--- src/rtl/hash_search_pkg.sv ---
// rtl/hash_search_pkg.sv - shared state encoding and elaboration-time helpers for hash_search_ctrl
package hash_search_pkg;

    typedef enum logic [2:0] {
        ST_IDLE   = 3'd0,
        ST_LAUNCH = 3'd1,
        ST_RUN    = 3'd2,
        ST_HIT    = 3'd3,
        ST_MISS   = 3'd4
    } state_t;

    // Widest ASCII value the helpers produce: 12 digits of 8 bits
    localparam int ASCII_MAX_W = 96;
    localparam int COUNT_W     = 40;

    // 10^digits; used only at elaboration time
    function automatic longint unsigned pow10(input int digits);
        longint unsigned p;
        p = 64'd1;
        for (int i = 0; i < digits; i++) begin
            p = p * 64'd10;
        end
        return p;
    endfunction

    // Zero-padded ASCII decimal, least significant digit in the lowest byte
    function automatic logic [ASCII_MAX_W-1:0] dec_to_ascii(input longint unsigned value,
                                                            input int digits);
        logic [ASCII_MAX_W-1:0] res;
        longint unsigned        v;
        res = '0;
        v   = value;
        for (int i = 0; i < ASCII_MAX_W / 8; i++) begin
            if (i < digits) begin
                res[i*8 +: 8] = 8'h30 + 8'(v % 64'd10);
                v             = v / 64'd10;
            end
        end
        return res;
    endfunction

endpackage

--- src/rtl/hit_select.sv ---
// rtl/hit_select.sv - lowest-index priority select of engine match flags and passwords
module hit_select
    import hash_search_pkg::*;
#(
    parameter int NUM_ENG = 6,
    parameter int W       = 72
) (
    input  logic [NUM_ENG-1:0]   found_in,
    input  logic [NUM_ENG*W-1:0] pwd_in,
    output logic                 any_found,
    output logic [W-1:0]         sel_pwd
);

    // Scan from the top so the lowest-index matching engine is written last and wins
    always_comb begin
        any_found = |found_in;
        sel_pwd   = '0;
        for (int i = NUM_ENG - 1; i >= 0; i--) begin
            if (found_in[i]) begin
                sel_pwd = pwd_in[i*W +: W];
            end
        end
    end

endmodule

--- src/rtl/hash_search_ctrl.sv ---
// rtl/hash_search_ctrl.sv - password search controller over parallel hash engines; optional HASH_SEARCH_TIMEOUT_EN
module hash_search_ctrl
    import hash_search_pkg::*;
#(
    parameter int NUM_ENG = 6,
    parameter int DIGITS  = 9,
    parameter int TIMER_W = 56
`ifdef HASH_SEARCH_TIMEOUT_EN
    ,
    parameter longint unsigned TIMEOUT = 64'hFFFF_FFFF
`endif
) (
    input  logic                        clk,
    input  logic                        reset_n,
    input  logic                        start,
    input  logic                        abort,
    output logic [NUM_ENG-1:0]          eng_go,
    output logic [NUM_ENG*DIGITS*8-1:0] eng_base,
    output logic [NUM_ENG*COUNT_W-1:0]  eng_count,
    input  logic [NUM_ENG-1:0]          eng_found,
    input  logic [NUM_ENG-1:0]          eng_empty,
    input  logic [NUM_ENG*DIGITS*8-1:0] eng_pwd,
    output logic                        busy,
    output logic                        found,
    output logic                        not_found,
    output logic [DIGITS*8-1:0]         pwd_out,
    output logic [TIMER_W-1:0]          cycles
);

    localparam int              DW    = DIGITS * 8;
    localparam longint unsigned SPACE = pow10(DIGITS);
    localparam longint unsigned CHUNK = SPACE / longint'(NUM_ENG);
    localparam longint unsigned REM   = SPACE - CHUNK * longint'(NUM_ENG);

    state_t             state;
    state_t             state_nxt;
    logic               any_found;
    logic [DW-1:0]      sel_pwd;
    logic [TIMER_W-1:0] cycles_inc;
    logic               timed_out;

    // Each engine owns a contiguous slice; the last one also takes the remainder
    for (genvar i = 0; i < NUM_ENG; i++) begin : g_eng
        localparam logic [ASCII_MAX_W-1:0] BASE_ASCII =
            dec_to_ascii(longint'(i) * CHUNK, DIGITS);
        assign eng_base[i*DW +: DW] = BASE_ASCII[DW-1:0];
        assign eng_count[i*COUNT_W +: COUNT_W] =
            (i == NUM_ENG - 1) ? COUNT_W'(CHUNK + REM) : COUNT_W'(CHUNK);
    end

    hit_select #(
        .NUM_ENG (NUM_ENG),
        .W       (DW)
    ) u_hit_select (
        .found_in  (eng_found),
        .pwd_in    (eng_pwd),
        .any_found (any_found),
        .sel_pwd   (sel_pwd)
    );

    assign cycles_inc = (&cycles) ? cycles : cycles + 1'b1;

`ifdef HASH_SEARCH_TIMEOUT_EN
    assign timed_out = (cycles_inc == TIMER_W'(TIMEOUT));
`else
    assign timed_out = 1'b0;
`endif

    // State register
    always_ff @(posedge clk) begin
        if (!reset_n) begin
            state <= ST_IDLE;
        end else begin
            state <= state_nxt;
        end
    end

    // Next-state and status outputs; a match always beats exhaustion, abort and timeout
    always_comb begin
        state_nxt = state;
        eng_go    = '0;
        busy      = 1'b0;
        found     = 1'b0;
        not_found = 1'b0;
        case (state)
            ST_IDLE: begin
                if (start) state_nxt = ST_LAUNCH;
            end
            ST_LAUNCH: begin
                eng_go    = '1;
                busy      = 1'b1;
                state_nxt = ST_RUN;
            end
            ST_RUN: begin
                busy = 1'b1;
                if (any_found) begin
                    state_nxt = ST_HIT;
                end else if ((&eng_empty) || abort || timed_out) begin
                    state_nxt = ST_MISS;
                end
            end
            ST_HIT: begin
                found = 1'b1;
                if (start) state_nxt = ST_IDLE;
            end
            ST_MISS: begin
                not_found = 1'b1;
                if (start) state_nxt = ST_IDLE;
            end
            default: state_nxt = ST_IDLE;
        endcase
    end

    // Cycle counter and captured password; cleared on entry to LAUNCH, frozen outside RUN
    always_ff @(posedge clk) begin
        if (!reset_n) begin
            cycles  <= '0;
            pwd_out <= '0;
        end else if (state_nxt == ST_LAUNCH) begin
            cycles  <= '0;
            pwd_out <= '0;
        end else if (state == ST_RUN) begin
            cycles <= cycles_inc;
            if (any_found) pwd_out <= sel_pwd;
        end
    end

endmodule

--- config.mk ---
export PLATFORM = sky130hd
export DESIGN_NAME = hash_search_ctrl
export DESIGN_NICKNAME = d
export VERILOG_FILES = /design/src/rtl/hash_search_pkg.sv /design/src/rtl/hit_select.sv /design/src/rtl/hash_search_ctrl.sv
export SDC_FILE = /design/constraint.sdc
export NUM_CORES = 1
export LEC_CHECK = 0
export ABC_CLOCK_PERIOD_IN_PS = 3100
export CORE_AREA = 5 5 492 494
export CTS_CLUSTER_SIZE = 28
export DETAILED_ROUTE_END_ITERATION = 16
export DIE_AREA = 0 0 497 499
export PLACE_DENSITY = 0.35
export RECOVER_POWER = 25
export SLEW_MARGIN = 20
export SYNTH_ARGS = -nofsm -noshare
export SYNTH_HDL_FRONTEND = slang
export SYNTH_SLANG_ARGS = --single-unit
--- constraint.sdc ---
create_clock -name clk -period 3.1 [get_ports clk]
set_input_delay 0.93 -clock clk [delete_from_list [all_inputs] [get_ports clk]]
set_output_delay 0.93 -clock clk [all_outputs]
set_load 0.01 [all_outputs]
==> metrics.md <==
| Metric | Value |
|---|---|
| Outcome | complete, no violations |
| Hold Slack | 0.4981 ns |
| P_leak | 8.214 nW |
| Setup crit end kind | register |
| Max-cap violation count | 0 |
| Max Fclk | 0.3307 GHz |
| Slew HR | 39.39% |
| CTS H-Tree Depth | 4 |
| TritonCTS clock tree | yes |
| CTS Sinks | 131 |
| Commonest non-fill, non-tap cell in the layout | conb_1 |
| Max FO, Critical Path | 18 |
| RSZ-0062 raised after global routing | no |
| P&R area growth vs syn | 61.61% |
| Hold Crit Class | reg2reg |
| Total congestion overflow | 0 |
| Post-route DRC | 0 |
| Library cells used by synthesis | 63 |
| Netlist Area Pre-Place | 13610 um2 |
| Nets@finish | 2825 |
| DIE WIDTH | 497 um |
| Buffers & Inverters on Critical Path | 4 |
| Final Slew Violations | 0 |
| Slowest CP cell | clkdlybuf4s50_1 |
| Register bit total from synthesis | 131 |
| Setup Skew | 0.03682 ns |
| Setup bufs post-CTS | 0 |
| Area leader, netlist | buf_4 |
| Reg2Reg Depth | 7 |
| Most frequent cells in the layout | 672 x conb_1, 523 x clkdlybuf4s50_1, 129 x dfxtp_1 |
| First-pass iteration count of the detailed router | 5 |
| Clock-pin slew on the worst setup and hold paths | 0.07 ns |
| Detailed router's first-iteration violation count | 679 |
| Max incr delay on CP | 0.64 ns |
| Wire per inst | 22.27 um |
| Worst-path cell chain | clkdlybuf4s50_1, nor2b_4, buf_12, buf_4, buf_12, a221oi_1, a211o_1, a21oi_1, o22ai_1, nor2_1 |
| Clk_lat worst skew | 0.55 ns |
| Total wire length | 124000 um |
| Final number of hold-violating endpoints | 0 |
| Synth area leaders | buf_4 38%, dfxtp_1 19%, a221o_1 4.3% |
| Worst setup path endpoint | pwd_out[71] |
| Buffers on Ports | 584 |
| IO Pins | 1257 |
| Die Ht | 499 um |
| Crit path kind | in2reg |
| Setup TNS Final | 0 ns |
| Initial antenna violation count | 124 |
| Post-synth EDFFs | 0 |
| Largest net degree at the start of global routing | 73 |
| Share of cells above drive strength 1 | 6.572% |
| Top_reg_cell synth | dfxtp_1 |
| R2R Path Start | cycles[10] |
| FP Rows | 179 |
| R2R Setup Slk | 0.43 ns |
| Avg Cell Area, Syn | 7.571 um2 |
| Via count | 14320 |
| Power Dens Cells | 300.7 nW/um2 |
| All-Layer GR Usage | 9.482% |
| Synth top area share | 37.52% |
| Initial Util | 5.742% |
| Final setup violation count | 0 |
| Cts bufs inserted | 17 |
| Max Root-Sink Buffers | 2 |
| Vias in the first global route | 13110 |
| CP top delay family | buffers and inverters |
| Warnings, synthesis | 0 |
| R2R Path End | cycles[54] |
| DIE AREA | 248000 um2 |
| Worst EP arrival | 3.48 ns |
| HPWL Detailed | 109600 um |
| Most used cell along the critical path | buf_12 |
| GPL Wtd Cong | 0.8194 |
| Synthesized instance count | 1797 |
| Vias/cell | 2.571 |
| Critical Path Source | eng_found[5] |
| CP required | 3.56 ns |
| Global-route wire length before repair | 151800 um |
| Sequential area share after synthesis | 19.28% |
| Core Area | 237000 um2 |
| Final Util | 9.279% |
| Startpoint Class | input pin |
| CTS Root Cell | clkbuf_16 |
| Final min period | 3.024 ns |
| Final ANT Viol Nets | 0 |
| Cell depth of the worst setup path | 10 |
| Asr flop ratio synth | 0% |
| Crit share post-route | 97.55% |
| Slew @ Worst Pin | 0.8975 ns |
| Worst VDD drop | 0.0003930 V |
[synth_stat cells, types with 14 or more instances]
library cell / count
xor2_1: 14
buf_2: 17
o21ai_0: 39
nand2_1: 89
nor3_1: 19
a221oi_1: 59
nand3_1: 19
nand4_1: 17
o22ai_1: 72
buf_4: 680
a211o_1: 59
clkbuf_1: 89
or3_1: 26
inv_1: 65
a221o_1: 59
nor2_1: 106
dfxtp_1: 131
a21oi_1: 117
[worst min path at each step]
stage	from	end	slack [ns]	cells after the start
2_1_floorplan	cycles[12]	cycles[12]	0.50	2
3_3_place_gp	cycles[12]	cycles[12]	0.48	2
3_5_place_dp	cycles[12]	cycles[12]	0.49	2
4_1_cts	cycles[12]	cycles[12]	0.50	2
5_1_grt	pwd_out[5]	pwd_out[5]	0.54	2
6_report	cycles[12]	cycles[12]	0.50	2
[per-stage QoR]
step	area, um2	std cells	setup WS (ns)	power (mW)
2_1_floorplan	16120	2467	0.4244	3.462
3_3_place_gp	21450	5524	-0.5196	4.308
3_5_place_dp	21450	5524	-0.5324	4.305
4_1_cts	22030	5556	0.008247	6.883
5_1_grt	21960	5559	0.01099	7.004
6_report	21990	5569	0.07589	6.612
[worst reg2reg max path, delay by kind of cell, from the launching register on]
family | cells | cell delay [ns]
AND/OR/NAND/NOR | 4 | 1.13
buffers and inverters | 1 | 0.28
AO/OA/AOI/OAI | 2 | 0.76
flip-flops | 1 | 0.41
[where the power goes]
group,leakage (nW),internal (mW),switching (mW)
registers,1.06,1.76,0.0607
clock network,0.277,1.16,1.22
logic,6.87,1.03,1.39
total,8.21,3.94,2.67
[cell type report]
cell class	instances	area (um2)
antenna	13	32.53
multi-input combinational	1482	7707
timing repair buffer	679	6834
fill	27700	215000
tap	3167	3963
inverter	65	244.0
sequential	131	2625
clock inverter	13	138.9
clock buffer	19	442.9
[what timing repair did]
item                       CTS  global route
hold buffers                 0             0
resized for setup            6             0
setup endpoints to repair    9             0
hold endpoints to repair     0             0
[state kept, by name (all words and copies together), names as in the netlist]
name,flops
state,3
pwd_out,72
cycles,56
[cell families (layout without fill, tap and decap cells)]
logic type | Yosys count | in the layout | synth area share [%]
compound gates | 458 | 458 | 24.39
xor+xnor | 19 | 19 | 1.223
fa+ha+maj | 1 | 1 | 0.09195
buf+inv | 854 | 776 | 42.59
flops | 131 | 131 | 19.28
mux | 2 | 2 | 0.1471
other cells | 2 | 685 | 0.05520
simple gates | 330 | 330 | 12.23
[layer usage]
metal  part of all wire [%]  global-route usage (%)  vias up
met2                     50                   16.87     1060
met3                     11                   4.388      225
met1                     37                   10.32     6778
met5                   0.44                       0        -
met4                    2.0                   1.919       86
li1                       -                       -     6168
Power figures use the tool's default switching activity.
==> variant (same settings) <==
Register the output `eng_count`, with the module's reset; this adds one clock of latency there. The other outputs are not delayed to match.
--- a/src/rtl/hash_search_ctrl.sv
+++ b/src/rtl/hash_search_ctrl.sv
@@ -32,6 +32,8 @@
     localparam longint unsigned CHUNK = SPACE / longint'(NUM_ENG);
     localparam longint unsigned REM   = SPACE - CHUNK * longint'(NUM_ENG);
 
+    logic [NUM_ENG*COUNT_W-1:0] eng_count_d;
+
     state_t             state;
     state_t             state_nxt;
     logic               any_found;
@@ -44,7 +46,7 @@
         localparam logic [ASCII_MAX_W-1:0] BASE_ASCII =
             dec_to_ascii(longint'(i) * CHUNK, DIGITS);
         assign eng_base[i*DW +: DW] = BASE_ASCII[DW-1:0];
-        assign eng_count[i*COUNT_W +: COUNT_W] =
+        assign eng_count_d[i*COUNT_W +: COUNT_W] =
             (i == NUM_ENG - 1) ? COUNT_W'(CHUNK + REM) : COUNT_W'(CHUNK);
     end
 
@@ -125,5 +127,13 @@
         end
     end
 
+    always_ff @(posedge clk) begin
+        if (!reset_n) begin
+            eng_count <= '0;
+        end else begin
+            eng_count <= eng_count_d;
+        end
+    end
+
 endmodule
 
Check against the original RTL: not equivalent (Yosys sat finds a counterexample within 4 cycles, from zero or initial values and one cycle with reset_n low).
==> variant against the original RTL <==
  * Highest routed layer unchanged
  * Global-route usage up 1.1 points
  * First-iteration DRC count up 15%
  * Wire length up 12%
  * Die area unchanged
  * Power up 4.6%
  * Setup slack worse by 65 ps
  * Combinational power up 7%
  * Area after synthesis up 3.2%
  * Sequential cell count up 1
  * Critical endpoint is now pwd_out[39]
  * Design area up 6.3%
  * Count of clock-buffer cells in the layout down 1
==> variant: results (changes against the original RTL) <==
Outcome
  • Outcome: finished clean

Global routing
  • Grt met2 use: 0.196 (+0.0278)
  • Initial antenna violation count: 157 (+27%)
  • Total GRT Usage: 0.106 (+0.0114)
  • Largest net degree at the start of global routing: 99 (+36%)
  • Met3 Usage GRT: 0.0409 (-0.00300)
  • Number of global-route vias before repair: 14700 (+12%)

Finish
  • Fraction of area in registers: 0.113 (-0.00625)
  • Fin nets: 2940 (+4.1%)
  • Core Util, Final: 0.0987 (+0.00588)
  • Multi-In Gates: 1524 (+2.8%)
  • Fraction of area in multi-input gates: 0.343 (-0.00788)
  • Area delta synth->final: 66.5%
  • N_diodes: 31 (+18)
  • Share of cells above drive strength 1: 0.0763 (+0.0106)
  • ClkCell Share: 0.0264 (about the same)
  • Non-CTS buffers: 808 (+19%)
  • Inverters: 8 (-88%)
  • FILL cells: 27700 (+0.11%)

Routing
  • Initial DRC count: 781 (+15%)
  • Metal3 WL: 12300 microns (-7.8%)
  • Routed WL: 139000 microns (+12%)
  • Vias/cell: 2.73 (+6.3%)
  • Detail Route met2 WL: 70600 microns (+15%)
  • Routed len/inst: 24.3 microns (+9.2%)
  • WL met1: 50000 microns (+8.2%)

Worst setup path
  • Crit path capture: pwd_out[39]
  • Worst Reg-to-Reg Cells: 6 (-1)
  • Crit-path max FO: 17 (-1)
  • Critical Path AT: 3560 ps (+80 ps)
  • Worst path slowest cell: o31ai_1
  • Reg2reg start: cycles[0]
  • Max incr delay on CP: 560 ps (-80 ps)
  • Reg2Reg Capture Point: cycles[20]
  • Flop-to-flop setup slack: 600 ps (+170 ps)

Logic synthesis
  • Adder-cell area share of the yosys netlist: 0.000891 (-0.0000286)
  • Post-synth top cells: 680 x buf_4, 164 x nand2_1, 132 x dfxtp_1
  • Synth top area share: 0.364 (-0.0117)
  • Top post-synthesis cells by area: buf_4 36%, dfxtp_1 19%, a221oi_1 8.1%
  • Register area share after synthesis: 0.188 (-0.00457)
  • Synth Register Bits: 132 (+0.76%)
  • Yosys cell types: 47 (-25%)
  • Post-Synth XOR/XNOR Area: 0 (-0.0122)
  • Synth Area in Compound Gates: 0.232 (-0.0122)

Placed design
  • Hpwl dp: 122000 microns (+11%)
  • Placed cell count: 5638 (+2.1%)
  • Placed Area: 22700 sq um (+5.6%)
  • Pre-CTS setup slack: -627 ps (-94.6 ps)
  • GPL Wtd Cong: 0.845 (+3.2%)
  • Port Buf Inserts: 675 (+16%)

STA
  • Slew HR: 0.444 (+0.0500)
  • Worst hold slack: 461 ps (-37.5 ps)
  • Period utilisation layout: 0.996 (+0.0210)
  • Worst Clk Skew: 29.9 ps (-6.93 ps)

Power and ir drop
  • PD cells: 296 nW/um^2 (-1.7%)

Hold path
  • Hold path start: pwd_out[14]
  • Hold Path Sink: pwd_out[14]
## variant: cell count changes after synthesis, moves of 57 or more
| cell | before | now |
|---|---|---|
| o31ai_1 | 3 | 94 |
| nand2_1 | 89 | 164 |
| a221oi_1 | 59 | 130 |
| nor2b_1 | 2 | 73 |
| a211o_1 | 59 | 0 |
| a221o_1 | 59 | 0 |
| inv_1 | 65 | 8 |
## variant: what timing repair did
| action | CTS | global route |
|---|---|---|
| setup endpoints to repair | 6 | 4 |
| buffers inserted | 1 | 0 |
| resized for setup | 5 | 4 |
| hold endpoints to repair | 0 | 0 |
## variant: cells by family (layout without fill, tap and decap cells)
kind of cell    count (synthesis)  count (layout)
compound gates                464             464
fa+ha+maj                       1               1
buf+inv                       818             848
flops                         132             132
mux                             3               3
other cells                     2             612
simple gates                  475             475
## variant: report_power, final
group          internal, mW  leakage (nW)  switching (mW)
sequential             1.77          1.07          0.0510
combinational          1.11          6.96            1.48
clock                  1.29         0.297            1.21
